File: src/rtl/util_collector_fifo.sv
// ============================================================================
//  Module   : util_collector_fifo
//  Purpose  : Width-collecting synchronous FIFO. Accepts WRITE_WIDTH-bit words
//             and presents READ_SCALE consecutive words packed into a single
//             WRITE_WIDTH*READ_SCALE-bit read word (first-word-fall-through).
//             Oldest write word sits in the LSBs of the read word.
//  Ports    : clk       rising-edge clock
//             rst_n     asynchronous reset, active-high (1 = reset)
//             wr_en     write request, accepted when full=0
//             din       write data
//             full      no room for one more write word
//             rd_en     read request, accepted when empty=0
//             empty     fewer than READ_SCALE words stored
//             dout      packed read data, forced to 0 while empty
//             overflow  (option) sticky: write attempted while full
//             underflow (option) sticky: read attempted while empty
//             level     (option) occupancy in write words
//  Options  : define COLLECT_FIFO_STATUS_EN to add overflow/underflow/level.
//  Revision : 1.0  initial release
// ============================================================================
`default_nettype none

module util_collector_fifo #(
  parameter int WRITE_WIDTH = 32,
  parameter int READ_SCALE  = 2,
  parameter int DEPTH       = 16
) (
  input  logic                                clk,
  input  logic                                rst_n,
  input  logic                                wr_en,
  output logic                                full,
  input  logic [WRITE_WIDTH-1:0]              din,
  input  logic                                rd_en,
  output logic                                empty,
  output logic [WRITE_WIDTH*READ_SCALE-1:0]   dout
`ifdef COLLECT_FIFO_STATUS_EN
  ,
  output logic                                overflow,
  output logic                                underflow,
  output logic [$clog2(DEPTH*READ_SCALE):0]   level
`endif
);

  localparam int SLOTS = DEPTH * READ_SCALE;
  localparam int AW    = $clog2(SLOTS);
  localparam int CW    = AW + 1;

  localparam logic [CW-1:0] c_slots     = CW'(SLOTS);
  localparam logic [CW-1:0] c_scale_cnt = CW'(READ_SCALE);
  localparam logic [AW-1:0] c_last_wr   = AW'(SLOTS - 1);
  localparam logic [AW-1:0] c_last_rd   = AW'(SLOTS - READ_SCALE);
  localparam logic [AW-1:0] c_scale_ptr = AW'(READ_SCALE);

  logic [WRITE_WIDTH-1:0]            r_mem [SLOTS];
  logic [AW-1:0]                     r_wr_ptr;
  logic [AW-1:0]                     r_rd_ptr;
  logic [CW-1:0]                     r_cnt;

  logic                              w_full;
  logic                              w_empty;
  logic                              w_wr_acc;
  logic                              w_rd_acc;
  logic [WRITE_WIDTH*READ_SCALE-1:0] w_group;

  // Status is a pure function of the registered count, so it moves one cycle
  // after the accepting edge and a same-cycle read cannot unblock a write.
  assign w_full   = (r_cnt == c_slots);
  assign w_empty  = (r_cnt < c_scale_cnt);
  assign w_wr_acc = wr_en & ~w_full;
  assign w_rd_acc = rd_en & ~w_empty;

  assign full  = w_full;
  assign empty = w_empty;

  // Storage is not reset; stale contents are hidden by empty/dout gating.
  always_ff @(posedge clk) begin
    if (w_wr_acc) begin
      r_mem[r_wr_ptr] <= din;
    end
  end

  // Pointers wrap explicitly so non-power-of-two READ_SCALE still works.
  // rd_ptr always sits on a group boundary, so a group never straddles the wrap.
  always_ff @(posedge clk or posedge rst_n) begin
    if (rst_n) begin
      r_wr_ptr <= '0;
      r_rd_ptr <= '0;
      r_cnt    <= '0;
    end else begin
      if (w_wr_acc) begin
        r_wr_ptr <= (r_wr_ptr == c_last_wr) ? '0 : r_wr_ptr + AW'(1);
      end
      if (w_rd_acc) begin
        r_rd_ptr <= (r_rd_ptr == c_last_rd) ? '0 : r_rd_ptr + c_scale_ptr;
      end
      case ({w_wr_acc, w_rd_acc})
        2'b10:   r_cnt <= r_cnt + CW'(1);
        2'b01:   r_cnt <= r_cnt - c_scale_cnt;
        2'b11:   r_cnt <= r_cnt + CW'(1) - c_scale_cnt;
        default: r_cnt <= r_cnt;
      endcase
    end
  end

  // Gather the READ_SCALE words of the group at rd_ptr, oldest in the LSBs.
  generate
    for (genvar k = 0; k < READ_SCALE; k++) begin : g_rd_lane
      assign w_group[k*WRITE_WIDTH +: WRITE_WIDTH] = r_mem[r_rd_ptr + AW'(k)];
    end
  endgenerate

  assign dout = w_empty ? '0 : w_group;

`ifdef COLLECT_FIFO_STATUS_EN
  logic r_overflow;
  logic r_underflow;

  always_ff @(posedge clk or posedge rst_n) begin
    if (rst_n) begin
      r_overflow  <= 1'b0;
      r_underflow <= 1'b0;
    end else begin
      if (wr_en && w_full) begin
        r_overflow <= 1'b1;
      end
      if (rd_en && w_empty) begin
        r_underflow <= 1'b1;
      end
    end
  end

  assign overflow  = r_overflow;
  assign underflow = r_underflow;
  assign level     = r_cnt;
`endif

endmodule

`default_nettype wire

File: config.mk
export PLATFORM = sky130hd
export DESIGN_NAME = util_collector_fifo
export DESIGN_NICKNAME = d
export VERILOG_FILES = /design/src/rtl/util_collector_fifo.sv
export SDC_FILE = /design/constraint.sdc
export NUM_CORES = 1
export LEC_CHECK = 0
export BUFFER_PORTS_ARGS = -buffer_cell sky130_fd_sc_hd__buf_2
export CAP_MARGIN = 20
export CORE_ASPECT_RATIO = 0.7
export CORE_UTILIZATION = 35
export DETAILED_ROUTE_END_ITERATION = 10
export MAX_ROUTING_LAYER = met4
export PLACE_DENSITY_LB_ADDON = 0.2
export SKIP_CTS_REPAIR_TIMING = 1
export SYNTH_ARGS = -nofsm -noshare
export SYNTH_HDL_FRONTEND = slang
export SYNTH_SLANG_ARGS = --single-unit
File: constraint.sdc
create_clock -name clk -period 3.2 [get_ports clk]
set_input_delay 0.64 -clock clk [delete_from_list [all_inputs] [get_ports clk]]
set_output_delay 0.64 -clock clk [all_outputs]
set_load 0.05 [all_outputs]
After elaboration in Yosys (flattened, before gate mapping). Memories as Yosys holds them, arrays and structs flattened. Index checks and enable logic that the tools add are counted.

Flip-flop bits (word level): 16. Memories: 1. Bits in latches: 0. Output and inout port bits: 66. Bits in read-only memories: 0. Input bits: 36. Bits in writable memories: 1024.

Reduce and logical (&&, ||, !) cells: 1. Bitwise logic cells: 4. Div/mod/pow operators: 0. Equality and inequality tests: 6. Add/sub/neg operators: 6. $lt $le $gt $ge: 1. Shift-type cells: 0. Muxes and demuxes: 6. Multipliers: 0.

Memory list: r_mem (depth 32, width 32, rd ports 2, clocked after Yosys merged registers in 0, wr ports 1, RTL line 54) `logic [WRITE_WIDTH-1:0] r_mem [SLOTS];`.

Operators by type and width (number): $mux W64 (1); $pmux W6 S3 (1); $sub A6 B2 Y6 const B (2); $add A5 B1 Y5 const B (2); $eq A5 B5 Y1 const B (2); $mux W5 (2); $add A6 B1 Y6 const B (1); $eq A6 B6 Y1 const B (1); $lt A6 B2 Y1 const B (1); $add A5 B2 Y5 const B (1); $eq A2 B2 Y1 const B (2); $reduce_bool A3 Y1 (1); $and A1 B1 Y1 (2); $eq A2 B1 Y1 const B (1); $mux W1 (2); $not A1 Y1 (2).

Longest topological paths before layout.
Depth after elaboration: 5. Mapped depth: 9. Mapped depth without buffers: 9.

Worst setup path after synthesis. Ideal clock, no wire load.

Path kind: register to register. From: reg r_cnt[1]. To: mem r_mem[30][0], enable pin. Buffers on the path: 1. Clock period less this slack: 3367 ps. Arrival time: 2946 ps. Slack: -167 ps. Cell stages (with the launch flop): 8. Required time: 2779 ps. Cells stage by stage: dfrtp_1 inv_1 ha_1 nand2_1 o21a_1 clkbuf_1 nand2_1 nor2_1.

Cells in the longest elaborated chain, start to end: 5.

RTL lines: start: declaration (RTL line 57) `logic [CW-1:0] r_cnt;`; start signal: assignment (RTL line 97) `2'b10: r_cnt <= r_cnt + CW'(1);`; start signal: assignment (RTL line 98) `2'b01: r_cnt <= r_cnt - c_scale_cnt;`; start signal: assignment (RTL line 99) `2'b11: r_cnt <= r_cnt + CW'(1) - c_scale_cnt;`; $eq A6 B6 Y1 (RTL line 67) `assign w_full = (r_cnt == c_slots);`; $not A1 Y1 (RTL line 69) `assign w_wr_acc = wr_en & ~w_full;`; $and A1 B1 Y1 (RTL line 69); $mux W1 (RTL line 77) `if (w_wr_acc) begin`; $mux W1 (not written as such) (RTL line 78) `r_mem[r_wr_ptr] <= din;`; end: declaration (RTL line 54).

No other way between the ends.

Worst setup path after layout.
From: reg r_rd_ptr[1]. To: out dout[40].

Cells in the longest elaborated chain, start to end: 3.

RTL lines: start: declaration (RTL line 56) `logic [AW-1:0] r_rd_ptr;`; start signal: assignment (RTL line 94) `r_rd_ptr <= (r_rd_ptr == c_last_rd) ? '0 : r_rd_ptr + c_scale_ptr;`; $add A5 B1 Y5 (RTL line 108) `assign w_group[k*WRITE_WIDTH +: WRITE_WIDTH] = r_mem[r_rd_ptr + AW'(k)];`; $mem_v2 Z32 W32; $mux W64 (RTL line 112) `assign dout = w_empty ? '0 : w_group;`; end: declaration (RTL line 35) `output logic [WRITE_WIDTH*READ_SCALE-1:0] dout`.

No other way between the ends.

==> results.ini <==
[outcome]
outcome = complete, but fails checks
violations = setup timing

[clock_tree]
numCtsBuffers = 104
clock_latency_ps = 700
clockRootBuffer = clkbuf_16
htree_num_levels = 3
clockBufferDepth = 3
cts_tree = yes
cts.sinks = 1039
clkTransAtPathRegs_ps = 60

[yosys]
synth_edf_count = 1024
ys_warn_count = 0
synth_seq_cells = 1039
yosys_most_used_dff = edfxtp_1
yosys-top-cells-area = edfxtp_1 78%, mux4_2 15%, a22oi_1 2.4%
syn_area_mm2 = 0.0395
synth_fp_nets = 1786
seq_area_frac_synth_pct = 78.8
synthDominantCellAreaShare_pct = 77.8
synth_top_area_cell = edfxtp_1
synth.avg_cell_area_um2 = 22.7
netlist_instances = 1739
async_flop_share_pct = 1.44
synthDistinctLibCells = 46

[worst_setup_path]
critPathTopFamily = buffers and inverters
cp-end-kind = output port
start_kind = register
slowest_delay_ps = 510
cp_cell_sequence = buf_12 > buf_4 > clkbuf_16 > buf_4 > mux4_2 > a22oi_2 > a21oi_4 > buf_6
worstPathArrival_ps = 2810
cp_max_fo = 6
crit_path_top_delay_cell = dfrtp_4
critPathRequiredTime_ps = 2560
cpMostUsedCell = buf_4
worst-path-buf-inv = 5
critPathKind = register to output port

[global_routing]
grt_pass1_wl_mm = 156
antenna_found_initial = 8
overflow = 0
grt_start_max_net_pins = 67
track_usage_pct = 20.2
grt_pass1_vias = 20100

[placed_design]
port_buffers = 101
dpl-instance-area_mm2 = 0.0435
place_inst = 3371
preCtsSetupSlack_ps = 16.6
place_congestion = 0.743
dpl.hpwl_mm = 61.5

[floorplan]
die_y_um = 283
io_pins = 102
die_w_um = 404
rows = 102
initial_core_util_pct = 35.5
core_area_mm2 = 0.111
die_area_mm2 = 0.114

[timing]
fin_skew_ps = 16.5
grt_setup_unrepaired = yes
timing.slew.headroom_pct = 42.0
fin_crit_ps = 3450
slew_viol_final = 0
period_share_pct = 108
setup_viol = 64
setup_slack_ps = -249
finalHoldViolCount = 0
worst_pin_slew_ps = 868
fin_setup_tns_ps = -10340
max_freq_ghz = 0.290

[drt]
vias = 20100
antenna_left = 0
routed_wl_mm = 115
routed_via_density = 5.53
drc_errors = 0
drt-initial-drc-count = 2047
wl_per_cell_um = 31.6
first_pass_iters = 5

[power_and_ir_drop]
p_switching_mw = 16.4
p_leak_nw = 15.3
pwr-share-clk_pct = 25.9
pwr_density_cell_mw_per_mm2 = 961
seq_power_share_pct = 33.9
power_mw = 47.0
p_sw_share_pct = 34.8
intPower_mw = 30.7
combPwrFrac_pct = 40.1
ir_drop_v = 0.000644

[layout]
layout_common_cells = 1024 x edfxtp_1, 256 x mux4_2, 125 x clkbuf_16, 84 x a22oi_2, 83 x buf_4
fin_nets = 2073
layout_commonest_cell = edfxtp_1
area_delta_synth_final_pct = 23.9
post-route-cell-area_mm2 = 0.0489
fin_cells = 3627
drive_gt1_share_pct = 41.4

[run]
drv_cap = 0

[worst_hold_path]
hold_path_class = input port to async pin

[power groups by stage]
stage	sequential (mW)	clock, mW	combinational (mW)
after detailed placement	16.2	0	15.5
after CTS	15.9	12.4	15.5
after global routing	16.0	12.9	19.7
final	15.9	12.2	18.9
after floorplan	16.1	0	9.88
after global placement	16.2	0	15.4
[cells in the mapped netlist, types with 2 or more instances]
library cell / count
clkbuf_1: 56
dfrtp_1: 15
nor2_1: 39
mux4_2: 256
nand3_1: 6
nor2b_1: 2
buf_6: 2
a31oi_1: 3
a22oi_1: 128
ha_1: 11
nand2_1: 22
edfxtp_1: 1024
buf_2: 30
or3b_2: 2
buf_1: 13
xor2_1: 3
nand4_1: 4
nor3_1: 4
nand3b_1: 3
a21oi_1: 68
o21ai_0: 10
xnor2_1: 6
inv_1: 9
[routing by layer]
layer  part of all wire [%]  global-route usage (%)  vias to the layer above
li1                       -                       -                     8067
met1                     45                    28.9                    11200
met2                     47                    29.8                      690
met3                    6.3                    3.73                      138
met4                    2.1                    4.88                        0
met5                      0                       -                        -
[metrics by stage]
step | utilization, % | hold WS [ps]
finish | 44.0 | 99.4
CTS | 42.1 | 56.4
global placement | 39.1 | 598
floorplan | - | 541
global route | 44.0 | 116
detailed placement | 39.1 | 607
[kinds of logic (layout without fill, tap and decap cells)]
logic type / count (synthesis) / count (layout) / synth area share (%)
AO/OA/AOI/OAI: 220 / 220 / 3.77
XOR/XNOR: 9 / 9 / 0.200
adder cells (fa/ha/maj): 11 / 11 / 0.348
buffers and inverters: 111 / 485 / 1.20
flip-flops: 1039 / 1039 / 78.8
multiplexers: 257 / 257 / 14.6
other: 0 / 6 / 0
AND/OR/NAND/NOR: 92 / 92 / 1.09
[sequential cells by signal, summed over array words and instances (netlist names)]
| signal | cells |
|---|---|
| r_cnt | 6 |
| r_mem | 1024 |
| r_rd_ptr | 4 |
| r_wr_ptr | 5 |
[cell type report]
cell class                 count  area (um^2)
antenna                        6         15.0
clock buffer                 122         2730
clock inverter                71          656
fill                        9473        62300
inverter                       9         33.8
multi-input combinational    589         8840
sequential                  1039        31100
tap                         1508         1890
timing repair buffer         283         3640
[final timing paths]
| path | from | slack [ps] | to | depth (start not counted) |
|---|---|---|---|---|
| worst max register to register | r_cnt[0]$_DFFE_PP0P_ | 430 | r_mem[8][13]$_DFFE_PP_ | 8 |
| max in group asynchronous | rst_n | 2560 | r_rd_ptr[1]$_DFFE_PP0P_ | 2 |
| worst min register to register | r_cnt[3]$_DFFE_PP0P_ | 560 | r_cnt[3]$_DFFE_PP0P_ | 1 |
| worst min-delay path | rst_n | 100 | r_cnt[5]$_DFFE_PP0P_ | 2 |
| min in group clk | rd_en | 350 | r_rd_ptr[1]$_DFFE_PP0P_ | 3 |
| worst max-delay path | r_rd_ptr[1]$_DFFE_PP0P_ | -250 | dout[40] | 8 |
Note: power is estimated with default switching activity, not from simulation.
